**config.mk**
```make
export PLATFORM = sky130hd
export DESIGN_NAME = lanes_deserializer_flat
export DESIGN_NICKNAME = d
export VERILOG_FILES = /design/src/rtl/lanes_deserializer_pkg.sv /design/src/rtl/lanes_deserializer_if.sv /design/src/rtl/lanes_deserializer_capture.sv /design/src/rtl/lanes_deserializer.sv /design/src/flat_wrapper.sv
export SDC_FILE = /design/constraint.sdc
export NUM_CORES = 1
export LEC_CHECK = 0
export BUFFER_PORTS_ARGS = -buffer_cell sky130_fd_sc_hd__buf_2
export CORE_MARGIN = 10
export CORE_UTILIZATION = 30
export CTS_CLUSTER_DIAMETER = 200
export DETAILED_ROUTE_END_ITERATION = 8
export GPL_TIMING_DRIVEN = 0
export PLACE_DENSITY = 0.45
export SLEW_MARGIN = 20
export SYNTH_ARGS = -nofsm -noshare
export SYNTH_HDL_FRONTEND = slang
export SYNTH_SLANG_ARGS = --single-unit
```
**constraint.sdc**
```tcl
create_clock -name clk -period 5.72 [get_ports clk]
set_input_delay 0 -clock clk [delete_from_list [all_inputs] [get_ports clk]]
set_output_delay 0 -clock clk [all_outputs]
set_load 0.005 [all_outputs]
```
**src/rtl/lanes_deserializer_pkg.sv**
```systemverilog
`default_nettype none
// ============================================================================
// Module      : lanes_deserializer_pkg
// Description : Shared speed encodings, word lengths and state type for the
//               two-lane serial-to-parallel receiver.
// Revision    : 1.0 - initial release
// ============================================================================
package lanes_deserializer_pkg;

    localparam logic [1:0] GEN4 = 2'b00;
    localparam logic [1:0] GEN3 = 2'b01;
    localparam logic [1:0] GEN2 = 2'b10;

    localparam int CNT_W = 8;

    localparam logic [CNT_W-1:0] LEN_GEN4 = 8'd8;
    localparam logic [CNT_W-1:0] LEN_GEN3 = 8'd132;
    localparam logic [CNT_W-1:0] LEN_GEN2 = 8'd66;

    typedef enum logic [0:0] {
        ST_IDLE = 1'b0,
        ST_RUN  = 1'b1
    } state_t;

    // The reserved code 2'b11 falls back to the GEN4 length.
    function automatic logic [CNT_W-1:0] word_len(input logic [1:0] gen);
        logic [CNT_W-1:0] len;
        case (gen)
            GEN3:    len = LEN_GEN3;
            GEN2:    len = LEN_GEN2;
            default: len = LEN_GEN4;
        endcase
        return len;
    endfunction

endpackage : lanes_deserializer_pkg
`default_nettype wire

```
**src/rtl/lanes_deserializer_if.sv**
```systemverilog
`default_nettype none
// ============================================================================
// Module      : lanes_deserializer_if
// Description : Serial inputs, control and parallel outputs of the receiver.
// Revision    : 1.0 - initial release
// ============================================================================
interface lanes_deserializer_if #(
    parameter int WIDTH = 132
);
    logic             enable_deser;
    logic [1:0]       gen_speed;
    logic             lane_0_rx_ser;
    logic             lane_1_rx_ser;
    logic [WIDTH-1:0] lane_0_rx_parallel;
    logic [WIDTH-1:0] lane_1_rx_parallel;
    logic             rx_valid;
    logic             descr_rst;
    logic             enable_descr;

    modport master (
        output enable_deser,
        output gen_speed,
        output lane_0_rx_ser,
        output lane_1_rx_ser,
        input  lane_0_rx_parallel,
        input  lane_1_rx_parallel,
        input  rx_valid,
        input  descr_rst,
        input  enable_descr
    );

    modport slave (
        input  enable_deser,
        input  gen_speed,
        input  lane_0_rx_ser,
        input  lane_1_rx_ser,
        output lane_0_rx_parallel,
        output lane_1_rx_parallel,
        output rx_valid,
        output descr_rst,
        output enable_descr
    );
endinterface : lanes_deserializer_if
`default_nettype wire

```
**src/rtl/lanes_deserializer_capture.sv**
```systemverilog
`default_nettype none
// ============================================================================
// Module      : lane_deser_capture
// Description : Per-lane capture shift store and held parallel output word.
// Revision    : 1.0 - initial release
// ============================================================================
module lane_deser_capture
    import lanes_deserializer_pkg::*;
#(
    parameter int WIDTH = 132
) (
    input  wire logic             clk,
    input  wire logic             rst,
    input  wire logic             i_wr,
    input  wire logic             i_restart,
    input  wire logic             i_done,
    input  wire logic [CNT_W-1:0] i_idx,
    input  wire logic             i_ser,
    output logic      [WIDTH-1:0] o_parallel
);

    logic [WIDTH-1:0] r_cap;
    logic [WIDTH-1:0] r_par;
    logic [WIDTH-1:0] w_next;

    // A restart discards stale bits so the new word's upper bits read zero.
    always_comb begin
        w_next = i_restart ? '0 : r_cap;
        if (int'(i_idx) < WIDTH) begin
            w_next[i_idx] = i_ser;
        end
    end

    always_ff @(posedge clk) begin
        if (rst) begin
            r_cap <= '0;
            r_par <= '0;
        end else if (!i_wr) begin
            r_cap <= '0;
        end else if (i_done) begin
            r_cap <= '0;
            r_par <= w_next;
        end else begin
            r_cap <= w_next;
        end
    end

    assign o_parallel = r_par;

endmodule : lane_deser_capture
`default_nettype wire

```
**src/rtl/lanes_deserializer.sv**
```systemverilog
`default_nettype none
// ============================================================================
// Module      : lanes_deserializer
// Description : Two-lane LSB-first serial-to-parallel receiver, 8/66/132 bit.
// Revision    : 1.0 - initial release
// ============================================================================
module lanes_deserializer
    import lanes_deserializer_pkg::*;
#(
    parameter int WIDTH = 132
) (
    input  wire logic          clk,
    input  wire logic          rst,
    lanes_deserializer_if.slave bus
);

    state_t           r_state;
    state_t           w_state_nxt;
    logic [CNT_W-1:0] r_count;
    logic [CNT_W-1:0] r_len;
    logic [CNT_W-1:0] w_len;
    logic [CNT_W-1:0] w_idx;
    logic             w_restart;
    logic             w_done;
    logic             r_valid;
    logic             r_descr_rst;

    always_ff @(posedge clk) begin
        if (rst) begin
            r_state <= ST_IDLE;
        end else begin
            r_state <= w_state_nxt;
        end
    end

    always_comb begin
        w_state_nxt = r_state;
        case (r_state)
            ST_IDLE: if (bus.enable_deser)  w_state_nxt = ST_RUN;
            ST_RUN:  if (!bus.enable_deser) w_state_nxt = ST_IDLE;
            default: w_state_nxt = ST_IDLE;
        endcase
    end

    // Bits are captured on every enabled edge, including the IDLE->RUN edge,
    // so the first enabled cycle carries bit 0.  A length change while
    // running makes the current edge's bit the new word's bit 0.
    assign w_len     = word_len(bus.gen_speed);
    assign w_restart = (r_state == ST_RUN) && bus.enable_deser && (w_len != r_len);
    assign w_idx     = w_restart ? '0 : r_count;
    assign w_done    = bus.enable_deser && (w_idx == (w_len - 1'b1));

    always_ff @(posedge clk) begin
        if (rst) begin
            r_count     <= '0;
            r_len       <= LEN_GEN4;
            r_valid     <= 1'b0;
            r_descr_rst <= 1'b0;
        end else begin
            r_len       <= w_len;
            r_valid     <= w_done;
            r_descr_rst <= w_done;
            if (!bus.enable_deser || w_done) begin
                r_count <= '0;
            end else begin
                r_count <= w_idx + 1'b1;
            end
        end
    end

    lane_deser_capture #(.WIDTH(WIDTH)) u_lane0 (
        .clk        (clk),
        .rst        (rst),
        .i_wr       (bus.enable_deser),
        .i_restart  (w_restart),
        .i_done     (w_done),
        .i_idx      (w_idx),
        .i_ser      (bus.lane_0_rx_ser),
        .o_parallel (bus.lane_0_rx_parallel)
    );

    lane_deser_capture #(.WIDTH(WIDTH)) u_lane1 (
        .clk        (clk),
        .rst        (rst),
        .i_wr       (bus.enable_deser),
        .i_restart  (w_restart),
        .i_done     (w_done),
        .i_idx      (w_idx),
        .i_ser      (bus.lane_1_rx_ser),
        .o_parallel (bus.lane_1_rx_parallel)
    );

    assign bus.rx_valid     = r_valid;
    assign bus.descr_rst    = r_descr_rst;
    assign bus.enable_descr = (r_state == ST_RUN);

endmodule : lanes_deserializer
`default_nettype wire
```
**src/flat_wrapper.sv**
```systemverilog
// flat-port wrapper written by rule: the top's interface ports become plain ports
module lanes_deserializer_flat import lanes_deserializer_pkg::*;
#(
    parameter int WIDTH = 132
)
  (clk, rst, bus_enable_deser, bus_gen_speed, bus_lane_0_rx_ser, bus_lane_1_rx_ser, bus_lane_0_rx_parallel, bus_lane_1_rx_parallel, bus_rx_valid, bus_descr_rst, bus_enable_descr);
  lanes_deserializer_if #(.WIDTH(WIDTH)) bus_i ();
  input  wire logic clk;
  input  wire logic rst;
  input wire logic [$bits(bus_i.enable_deser)-1:0] bus_enable_deser;
  input wire logic [$bits(bus_i.gen_speed)-1:0] bus_gen_speed;
  input wire logic [$bits(bus_i.lane_0_rx_ser)-1:0] bus_lane_0_rx_ser;
  input wire logic [$bits(bus_i.lane_1_rx_ser)-1:0] bus_lane_1_rx_ser;
  output wire logic [$bits(bus_i.lane_0_rx_parallel)-1:0] bus_lane_0_rx_parallel;
  output wire logic [$bits(bus_i.lane_1_rx_parallel)-1:0] bus_lane_1_rx_parallel;
  output wire logic [$bits(bus_i.rx_valid)-1:0] bus_rx_valid;
  output wire logic [$bits(bus_i.descr_rst)-1:0] bus_descr_rst;
  output wire logic [$bits(bus_i.enable_descr)-1:0] bus_enable_descr;
  assign bus_i.enable_deser = bus_enable_deser;
  assign bus_i.gen_speed = bus_gen_speed;
  assign bus_i.lane_0_rx_ser = bus_lane_0_rx_ser;
  assign bus_i.lane_1_rx_ser = bus_lane_1_rx_ser;
  assign bus_lane_0_rx_parallel = bus_i.lane_0_rx_parallel;
  assign bus_lane_1_rx_parallel = bus_i.lane_1_rx_parallel;
  assign bus_rx_valid = bus_i.rx_valid;
  assign bus_descr_rst = bus_i.descr_rst;
  assign bus_enable_descr = bus_i.enable_descr;
  lanes_deserializer #(.WIDTH(WIDTH)) u_core (.clk(clk), .rst(rst), .bus(bus_i));
endmodule
```
* Word level (Yosys, flattened, before mapping)
Index checks and enable logic that the tools add are counted.
** Storage, ports and cells
- Logic and storage cells :: 38
- Output and inout port bits :: 267
- Input bits :: 7
- Flip-flop bits (word level) :: 546
** Operators by class
- Bitwise logic cells :: 1
- Eq/ne operators :: 4
- Magnitude comparators :: 3
- Reductions and logical operators :: 9
- Mux-type cells :: 11
- $add $sub $neg :: 2
** Operators by type and width (number)
- 2-to-1 mux 132 bit :: 4
- bitwise mux 132 bit :: 2
- one-hot mux 8 bit (2 select lines) :: 1
- < comparator 8 x 9 -> 1 bit, second input constant :: 1
- adder 8 x 1 -> 8 bit, second input constant :: 1
- demux 1 bit (select 8 bit) :: 1
- equality test 8 bit :: 1
- greater-or-equal comparator 8 x 1 -> 1 bit, second input constant :: 1
- < comparator 8 bit, second input constant :: 1
- 2-to-1 mux 8 bit :: 1
- != test 8 bit :: 1
- subtractor 8 x 1 -> 8 bit, second input constant :: 1
- logical AND 1 bit :: 4
- OR reduction 3 bit :: 1
- equality test 2 x 1 -> 1 bit, second input constant :: 1
- equality test 2 bit, second input constant :: 1
- 2-to-1 mux 1 bit :: 2
- AND reduction 2 bit :: 1
- OR reduction 2 bit :: 1
- zero test 1 bit :: 1
- logical OR 1 bit :: 1
- NOT 1 bit :: 1

* Longest topological paths before layout
Gate-level depths: netlist of run 1.
- Depth in word-level cells :: 11
- Depth in mapped cells :: 12
- Gate-level depth less buffers :: 9

* Cells and area by module
A second synthesis of run 1 with hierarchy kept.
** Second synthesis, totals
- Cells, all modules :: 2573
- Area total of the unflattened synthesis :: 23353.6 um^2
** By module, submodules not included
- lane_deser_capture at u_core.u_lane0 :: cells an instance 1248, times used 1, area each 11394.7 um^2, seq. area each 5285.1 um^2
- lane_deser_capture at u_core.u_lane1 :: cells an instance 1248, times used 1, area each 11233.3 um^2, seq. area each 5285.1 um^2
- lanes_deserializer :: cells an instance 77, times used 1, area each 725.7 um^2, seq. area each 260.2 um^2

* Least setup slack after synthesis of run 1
No wires, ideal clock.
- Path type :: input to register
- Start :: input port bus_gen_speed[0]
- End :: register u_core.u_lane0.r_par[100], in the netlist u_core.u_lane0.o_parallel[100]
- Library setup time :: 0.070 ns
- Stages on the path :: 11
- Data required time :: 5.650 ns
- Path slack :: 3.497 ns
- Arrival time :: 2.153 ns
- Buffers on the path :: 2
- Path through :: inv_1 ha_1 inv_1 ha_1 xnor2_1 nor4_2 nand3_2 buf_6 buf_6 or3_1 a21oi_1
** Between the ends
- Cells in the longest elaborated chain, start to end :: 11
- Elaborated cells on any way between the ends :: 19
- Those cells by class :: add/sub (1); order compare (3); eq/ne (4); mux (7); reduce/logical (4)
** RTL lines
- start, declared :: RTL line flat_wrapper.sv:11 : input wire logic [$bits(bus_i.gen_speed)-1:0] bus_gen_speed;
- equality test 2 bit / equality test 2 x 1 -> 1 bit (equally long branches) :: RTL line lanes_deserializer_pkg.sv:28 : case (gen)
- one-hot mux 8 bit (2 select lines) * :: RTL line lanes_deserializer_pkg.sv:28
- net u_core.w_len[3] :: RTL line lanes_deserializer.sv:21 : logic [CNT_W-1:0] w_len;
- != test 8 bit :: RTL line lanes_deserializer.sv:49 : assign w_restart = (r_state == ST_RUN) && bus.enable_deser && (w_len != r_len);
- logical AND 1 bit :: RTL line lanes_deserializer.sv:49
- 2-to-1 mux 8 bit :: RTL line lanes_deserializer.sv:50 : assign w_idx = w_restart ? '0 : r_count;
- < comparator 8 x 9 -> 1 bit (implied by the code) / greater-or-equal comparator 8 x 1 -> 1 bit (equally long branches) :: RTL line lanes_deserializer_capture.sv:30 : w_next[i_idx] = i_ser;
- logical AND 1 bit (implied by the code) :: RTL line lanes_deserializer_capture.sv:30
- 2-to-1 mux 1 bit (implied by the code) :: RTL line lanes_deserializer_capture.sv:30
- demux 1 bit (select 8 bit) :: RTL line lanes_deserializer_capture.sv:30
- bitwise mux 132 bit :: RTL line lanes_deserializer_capture.sv:30
- 2-to-1 mux 132 bit :: RTL line lanes_deserializer_capture.sv:29 : if (int'(i_idx) < WIDTH) begin
- end signal, assigned :: RTL line lanes_deserializer_capture.sv:42 : r_par <= w_next;
- end, declared :: RTL line lanes_deserializer_capture.sv:23 : logic [WIDTH-1:0] r_par;
Mark *: on every way through the listed nets, which the timed path passes. The rest lies on a longest branch.
A chain may end at the register's enable or synchronous reset.

* Worst setup path in the final report of run 1
- Start :: input port bus_gen_speed[0]
- End :: register u_core.u_lane0.r_cap[34]
** Between the ends
- Cells in the longest elaborated chain, start to end :: 11
- Elaborated cells on any way between the ends :: 19
- Those cells by class :: add/sub (1); order compare (3); eq/ne (4); mux (7); reduce/logical (4)
** RTL lines
- equality test 2 bit / equality test 2 x 1 -> 1 bit (equally long branches) :: RTL line lanes_deserializer_pkg.sv:28
- one-hot mux 8 bit (2 select lines) * :: RTL line lanes_deserializer_pkg.sv:28
- net u_core.w_len[3] :: RTL line lanes_deserializer.sv:21
- != test 8 bit :: RTL line lanes_deserializer.sv:49
- logical AND 1 bit :: RTL line lanes_deserializer.sv:49
- 2-to-1 mux 8 bit :: RTL line lanes_deserializer.sv:50
- < comparator 8 x 9 -> 1 bit (implied by the code) / greater-or-equal comparator 8 x 1 -> 1 bit (equally long branches) :: RTL line lanes_deserializer_capture.sv:30
- logical AND 1 bit (implied by the code) :: RTL line lanes_deserializer_capture.sv:30
- 2-to-1 mux 1 bit (implied by the code) :: RTL line lanes_deserializer_capture.sv:30
- demux 1 bit (select 8 bit) :: RTL line lanes_deserializer_capture.sv:30
- bitwise mux 132 bit :: RTL line lanes_deserializer_capture.sv:30
- 2-to-1 mux 132 bit :: RTL line lanes_deserializer_capture.sv:29
- end signal, assigned :: RTL line lanes_deserializer_capture.sv:44 : r_cap <= w_next;
- end, declared :: RTL line lanes_deserializer_capture.sv:22 : logic [WIDTH-1:0] r_cap;
Marked as above.

==> results of run 1 <==
-- state kept, by name, indices dropped and copies added, names as in the netlist --
name                       count
u_core.u_lane1.o_parallel    132
u_core.r_len                   3
u_core.u_lane0.o_parallel    132
u_core.u_lane1.r_cap         132
u_core.bus.rx_valid            1
u_core.u_lane0.r_cap         132
u_core.bus.enable_descr        1
u_core.r_count                 8
-- worst reg2reg max path, stage by stage (launching register included) --
cell,delay [ns]
dfxtp_1,0.33
xor2_1,0.22
o311a_1,0.48
clkbuf_1,0.83
clkbuf_1,0.62
clkbuf_1,0.53
nor3_1,0.13
-- worst max path at each step --
| stage | from | to | cells after the start |
|---|---|---|---|
| 2_1_floorplan | bus_gen_speed[0] | u_core.u_lane0.o_parallel[100] | 11 |
| 3_3_place_gp | u_core.r_count[0] | u_core.u_lane1.o_parallel[8] | 7 |
| 3_5_place_dp | bus_gen_speed[0] | u_core.u_lane0.r_cap[34] | 9 |
| 4_1_cts | bus_gen_speed[0] | u_core.u_lane0.r_cap[34] | 10 |
| 5_1_grt | bus_gen_speed[0] | u_core.u_lane0.r_cap[34] | 10 |
| 6_report | bus_gen_speed[0] | u_core.u_lane0.r_cap[34] | 10 |
-- final cells by class --
type / instances / share of cell area
sequential: 541 / 0.413
multi-input combinational: 1620 / 0.370
clock buffer: 84 / 0.0649
timing repair buffer: 282 / 0.0564
tap: 950 / 0.0454
buffer: 235 / 0.0394
clock inverter: 22 / 0.00993
inverter: 5 / 0.000716
antenna: 1 / 0.0000955
-- power breakdown --
| part | internal, mW | switching, mW | leakage (nW) |
|---|---|---|---|
| combinational | 0.0561 | 0.225 | 5.04 |
| clock | 2.25 | 1.63 | 0.970 |
| sequential | 3.77 | 0.00202 | 4.36 |
-- stage by stage --
stage | hold slack [ns] | utilization | power, mW | setup slack (ns)
finish | 0.0172 | 0.368 | 7.93 | 2.16
global route | 0.0469 | 0.368 | 8.18 | 2.03
CTS | 0.00125 | 0.367 | 8.01 | 2.20
detailed placement | 0.403 | 0.339 | 4.14 | 2.17
global placement | 0.405 | 0.337 | 4.12 | 1.50
floorplan | 0.293 | - | 4.02 | 3.50
-- logic make-up (layout without fill, tap and decap cells) --
family                     count (synthesis)  after routing  share of synthesized area
xor gates and xnor gates                  15             15                    0.00612
adders and majority gates                  4              4                    0.00233
buffers and inverters                    240            628                     0.0487
muxes                                    264            264                      0.127
DFF                                      541            541                      0.504
other                                      0              1                          0
AOI/OAI and AO/OA                        269            269                     0.0637
and+or+nand+nor                         1068           1068                      0.248
-- cell usage in the layout (no fill, tap or decap), types with 5 or more instances in the layout --
cell type	netlist	routed
a21oi_1	264	264
and4bb_2	8	8
buf_1	8	8
buf_2	49	321
buf_4	4	6
buf_6	9	12
clkbuf_1	165	173
clkbuf_16	0	59
clkbuf_8	0	13
clkinv_2	0	12
dfxtp_1	541	541
inv_1	5	5
mux2_2	66	66
mux2i_1	198	198
nand2_1	420	420
nand3_1	70	70
nand4b_1	9	9
nor2_1	107	107
nor2_2	5	5
nor2b_1	5	5
nor3_1	197	197
nor4b_2	6	7
or3_1	187	187
or4b_1	11	11
xnor2_1	6	6
xor2_1	9	9
-- routing by layer --
metal | track usage | wire, um
met1 | 0.245 | 35900
met2 | 0.318 | 38400
met3 | 0.0368 | 4800
met4 | 0.0500 | 1900
met5 | 0 | 24
==> run metrics, run 1 <==
status finished, final reports clean; count leader, synth dfxtp_1; Syn Std Cell Area 21500 sq um; register clock-pin slew on the reported worst setup and hold paths 0.07 ns; CTS tree built; worst slew pin tran between 1 and 1.5 ns; Pwr per Cell Area between 300 and 400 nW/um^2; dpl cell area around 24000 sq um; hold buffer count at CTS 4; #FFs+latches synth between 500 and 600; Core Box Area approximately 71000 sq um; # resized after CTS 0; Iteration-0 DRC Markers around 1200; Setup Viol. Count Final 0; Die H ~290 um; Peak VDD IR approximately 210 uV; final RePlAce weighted congestion slightly below 0.9; final net count approximately 2800; P&R area growth vs syn 22.0%; gr usage total 0.190; largest net degree at the start of global routing 17; syn_nets 2412; total vias in the final route approximately 18000; Worst path most repeated cell clkbuf_1; final wirelength between 80000 and 90000 um; count of antenna-violating nets left after detailed routing 0; DRC Markers 0; EDFF count, synth 0; Die Wd around 290 um; Slew Limit Fails 0; slowest stage cell, crit path clkbuf_1; first-pass GRT wire length ~120000 um; Tmin final 3.56 ns; period utilization 0.622; Post-Syn Area per Cell roughly 8.9 sq um; fillers 7301; Num CTS Buffers just under 60; die area 82700 sq um; kind of critical path input pin to flip-flop; Top FF cell, synth dfxtp_1; Initial Utilization 0.301; Cell Rows 98; layout cells sized above 1 0.194; HP Class input pin to flip-flop; register area 10800 sq um; post-synthesis cell type count 46; f_max 281 MHz; GRT overflow 0; leading area contributor after synthesis dfxtp_1; crit-path leading delay family buffers and inverters; Commonest cells post-synth dfxtp_1 (541), nand2_1 (420), a21oi_1 (264); Worst R2R Start u_core.r_len[2]; H-tree depth 2; I/O pins approximately 270; Multi-input gate area ~9700 sq um; WP buf/inv 6; HP Start rst; CTS sink count around 540; via/cell ratio ~4.9; max incr delay on CP between 0.8 and 0.9 ns; RSZ-0062 raised after global routing false; WL/cell between 20 and 25 um; clk root buf clkbuf_16; post-route cell area around 26000 sq um; Worst-Skew Late Latency around 0.64 ns; FF-to-FF setup slack roughly 2.4 ns; Pleak 10.4 nW; Post-Syn Instances approximately 2400; PortBufs 270; Startpoint Class input pin; worst relative slew slack 0.264; register area share after synthesis 0.504; largest buffer count on any clock path 3; vias in the first global route about 19000; worst hold path stage count 3; worst endpoint required time between 6 and 7 ns; Final Hold Viols 0; Crit Path Max Fanout 10; drt pass-1 iters 7; Clock Skews 0.0348 ns; setup TNS 0 ns; Min-Delay Endpoint u_core.r_count[0]; CP arrival about 4 ns; Synth area leaders dfxtp_1 (50%), mux2i_1 (9.2%), nand2_1 (7.3%); Yosys top cell area share 0.504; initial antenna violation count 5; asr flop ratio synth 0; number of cells in the finished layout apart from fillers between 3000 and 4000; placed cell count approximately 3600; Syn. warnings 0; Cell Chain, Critical Path dlygate4sd3_1 -> buf_2 -> inv_1 -> ha_1 -> xor2_1 -> o311a_1 -> clkbuf_1 -> clkbuf_1 -> clkbuf_1 -> nor3_1; Post-CTS Repair Setup Buffers 0; R2R depth 6; hpwl dp 60300 um; RR Endpoint u_core.u_lane0.r_cap[34]; CP endpoint kind flip-flop; max-cap viol count 0
No activity file was read; power rests on OpenSTA's default activity.
==> inputs of run 2 (changes only) <==
--- a/config.mk
+++ b/config.mk
@@ -5,6 +5,7 @@
 export SDC_FILE = /design/constraint.sdc
 export NUM_CORES = 1
 export LEC_CHECK = 0
+export ABC_AREA = 1
 export BUFFER_PORTS_ARGS = -buffer_cell sky130_fd_sc_hd__buf_2
 export CORE_MARGIN = 10
 export CORE_UTILIZATION = 30
==> constraint.sdc (replaced) <==
create_clock -name clk -period 3.34 [get_ports clk]
set_input_delay 0 -clock clk [delete_from_list [all_inputs] [get_ports clk]]
set_output_delay 0 -clock clk [all_outputs]
set_load 0.005 [all_outputs]
==> run 2 against run 1 <==
  * Total power is 78% higher
  * Final cell count is 34% higher
  * Clock skew is 0.012 ns lower
  * Critical endpoint is now u_core.u_lane0.o_parallel[124]
  * Design area is 8.3% higher
  * Sequential share of layout area is 3.2 points lower
  * Combinational power is 83% higher
  * First-iteration DRC count is 42% higher
  * Sequential power is 72% higher
  * Critical path type unchanged
  * Count of clock-buffer cells in the layout is 11 higher
  * Sequential cell count stayed put
  * Worst hold slack better by 0.28 ns
  * Core utilization is 0.16 points lower
  * Highest routed layer is now met4
==> run metrics, run 2 <==
Worst-Skew Late Latency around 0.61 ns; R2R depth 13; Cell Chain, Critical Path dlygate4sd3_1 -> buf_2 -> ha_1 -> inv_2 -> nand2_1 -> nand2_1 -> nand3_2 -> nand2_4 -> buf_6 -> buf_6 -> buf_2 -> clkbuf_1 -> nand2_1 -> o21ai_0 -> nor2_1 -> nor2_1; largest net degree at the start of global routing 13; final wirelength 93600 um; Post-Synth Simple-Gate Area 0.379; Synth area leaders dfxtp_1 (46%), nand2_1 (19%), nor2_1 (11%); Slew Limit Fails 0; Post-Syn Area per Cell between 6 and 7 sq um; count of antenna-violating nets left after detailed routing 0; Synth Area in Compound Gates 0.0466; final net count between 3000 and 4000; via/cell ratio about 4.4; max incr delay on CP 0.63 ns; crit path to u_core.u_lane0.o_parallel[124]; XOR/XNOR share of the synthesized area 0; post-synthesis mux area share 0; Crit Path Max Fanout 10; WP buf/inv 7; M1 GR Usage 0.271; H-tree depth 3; Startpoint Class input pin; status finished, final reports clean; Yosys top cell area share 0.462; Pleak between 15 and 20 nW; initial antenna violation count 1; commonest non-fill, non-tap cells in the layout nand2_1 (1185), nor2_1 (682), dfxtp_1 (541), inv_1 (395), buf_2 (323); adder-cell share of the synthesized area 0.00213; I/O pins 274; internal power about 11 mW; Pwr per Cell Area 496 nW/um^2; #FFs+latches synth 541; Die H between 200 and 300 um; Num CTS Buffers 66; Clock power frac 0.503; final RePlAce weighted congestion 0.891; met3 Usage GRT 0.0481; Core Box Area ~77000 sq um; GRT overflow 0; sequential fraction of design power 0.461; Syn. warnings 0; post-synthesis cell type count 25; Top FF cell, synth dfxtp_1; f_max around 320 MHz; count leader, synth nand2_1; clk root buf clkbuf_16; Initial Utilization 0.303; total vias in the final route 22300; RR Endpoint u_core.u_lane0.o_parallel[124]; Post-Syn Instances between 3000 and 4000; worst slew pin tran 1.08 ns; Tmin final about 3.2 ns; CTS tree built; gr busiest metal met2; gr usage total 0.202; P&R area growth vs syn 20.9%; leading area contributor after synthesis dfxtp_1; Critical Path Start bus_gen_speed[1]; vias in the first global route 21300; Cell Rows between 100 and 150; Syn Std Cell Area approximately 23000 sq um; DP Worst Slack around 0.0060 ns; first-pass GRT wire length 138000 um; kind of critical path input pin to flip-flop; Peak VDD IR slightly below 300 uV; CP arrival approximately 3.7 ns; PortBufs approximately 270; DRC Markers 0; Setup Viol. Count Final 0; fillers 8590; worst endpoint required time 3.88 ns; register clock-pin slew on the reported worst setup and hold paths ~0.050 ns; CTS sink count 541; die area roughly 90000 sq um; CP endpoint kind flip-flop; met2 usage 0.320; hpwl dp between 60000 and 70000 um; asr flop ratio synth 0; period utilization 0.949; Worst R2R Start u_core.r_len[3]; Worst path most repeated cell nand2_1; slowest stage cell, crit path clkbuf_1; Final Hold Viols 0; EDFF count, synth 0; setup TNS 0 ns; critical path depth 16; register area share after synthesis 0.462; Iteration-0 DRC Markers approximately 1600; WL/cell ~19 um; RSZ-0062 raised after global routing true; commonest non-fill, non-tap cell in the layout nand2_1; drt pass-1 iters 5; Worst Setup Slack, final 0.171 ns; syn_nets 3589; Commonest cells post-synth nand2_1 (1194), nor2_1 (687), dfxtp_1 (541); Psw 3.35 mW; Sw Ratio 0.238; Clock Skews approximately 0.023 ns; worst relative slew slack 0.277; Comb power frac 0.037; largest buffer count on any clock path 3; largest family of logic cells by synthesized area simple AND/OR/NAND/NOR gates; max-cap viol count 0; layout cells sized above 1 0.123; Die Wd roughly 300 um; crit-path leading delay family buffers and inverters; FF-to-FF setup slack between 0.4 and 0.5 ns; HP Class input pin to flip-flop
run 2: changes by cell type after synthesis, sizes merged, moves of 82 or more:
cell,delta
nand2,+778
nor2,+577
inv,+399
a21oi,-201
mux2i,-198
nor3,-197
or3,-187
o21ai,+153
and3,+141
nand3,+82
run 2: per-layer routing:
metal,vias to the layer above,wire [um]
met5,-,0
met4,0,2280
met3,115,6530
met2,550,41100
met1,10100,43700
li1,11500,-
run 2: worst register-to-register path, delay by kind of cell, from the launching register on:
kind / cells / cell delay, ns
buf+inv: 5 / 1.41
simple gates: 7 / 0.73
compound gates: 1 / 0.33
flops: 1 / 0.31
run 2: power groups by stage:
| stage | Clock (mW) | Sequential (mW) | Combinational, mW |
|---|---|---|---|
| floorplan | 0 | 6.63 | 0.266 |
| global placement | 0 | 6.63 | 0.501 |
| detailed placement | 0 | 6.63 | 0.499 |
| CTS | 7.22 | 6.49 | 0.510 |
| global route | 7.46 | 6.49 | 0.554 |
| finish | 7.07 | 6.49 | 0.515 |
run 2: worst min path at each step:
stage	from	to	slack (ns)	cells after the start
finish	rst	u_core.r_len[6]	0.29	3
global route	rst	u_core.r_len[6]	0.25	3
CTS	rst	u_core.r_len[6]	0.23	3
detailed placement	rst	u_core.r_len[2]	0.21	2
global placement	rst	u_core.r_len[2]	0.21	2
floorplan	rst	u_core.r_len[2]	0.07	1
run 2: layout make-up:
class	instances	area, sq um	share of cell area
clock inverter	16	144	0.00507
antenna	1	2.50	0.0000882
buffer	209	1050	0.0371
tap	1040	1300	0.0459
clock buffer	95	1930	0.0681
timing repair buffer	283	1470	0.0517
sequential	541	10800	0.382
inverter	409	1560	0.0550
multi-input combinational	2419	10100	0.355
run 2: cells by family (layout without fill, tap and decap cells):
kind of cell | after synthesis | in the layout
AOI/OAI and AO/OA | 218 | 218
adders and majority gates | 4 | 4
buffers and inverters | 618 | 1012
DFF | 541 | 541
other | 0 | 1
and+or+nand+nor | 2197 | 2197
run 2: what timing repair did:
| item | CTS | global route |
|---|---|---|
| hold buffers | 9 | 0 |
| resized for setup | 0 | 29 |
| endpoints found under the hold margin | 10 | 0 |
| setup buffers | 0 | 2 |
| endpoints found under the setup margin | 0 | 73 |
run 2: through the flow:
stage | power [mW] | area, sq um | std cells | hold slack (ns) | util
floorplan | 6.90 | 23400 | 3578 | 0.0724 | -
finish | 14.1 | 28400 | 5013 | 0.294 | 0.366
global placement | 7.13 | 26100 | 4890 | 0.207 | 0.337
CTS | 14.2 | 28300 | 5010 | 0.231 | 0.365
detailed placement | 7.13 | 26100 | 4890 | 0.211 | 0.337
global route | 14.5 | 28400 | 5012 | 0.252 | 0.366
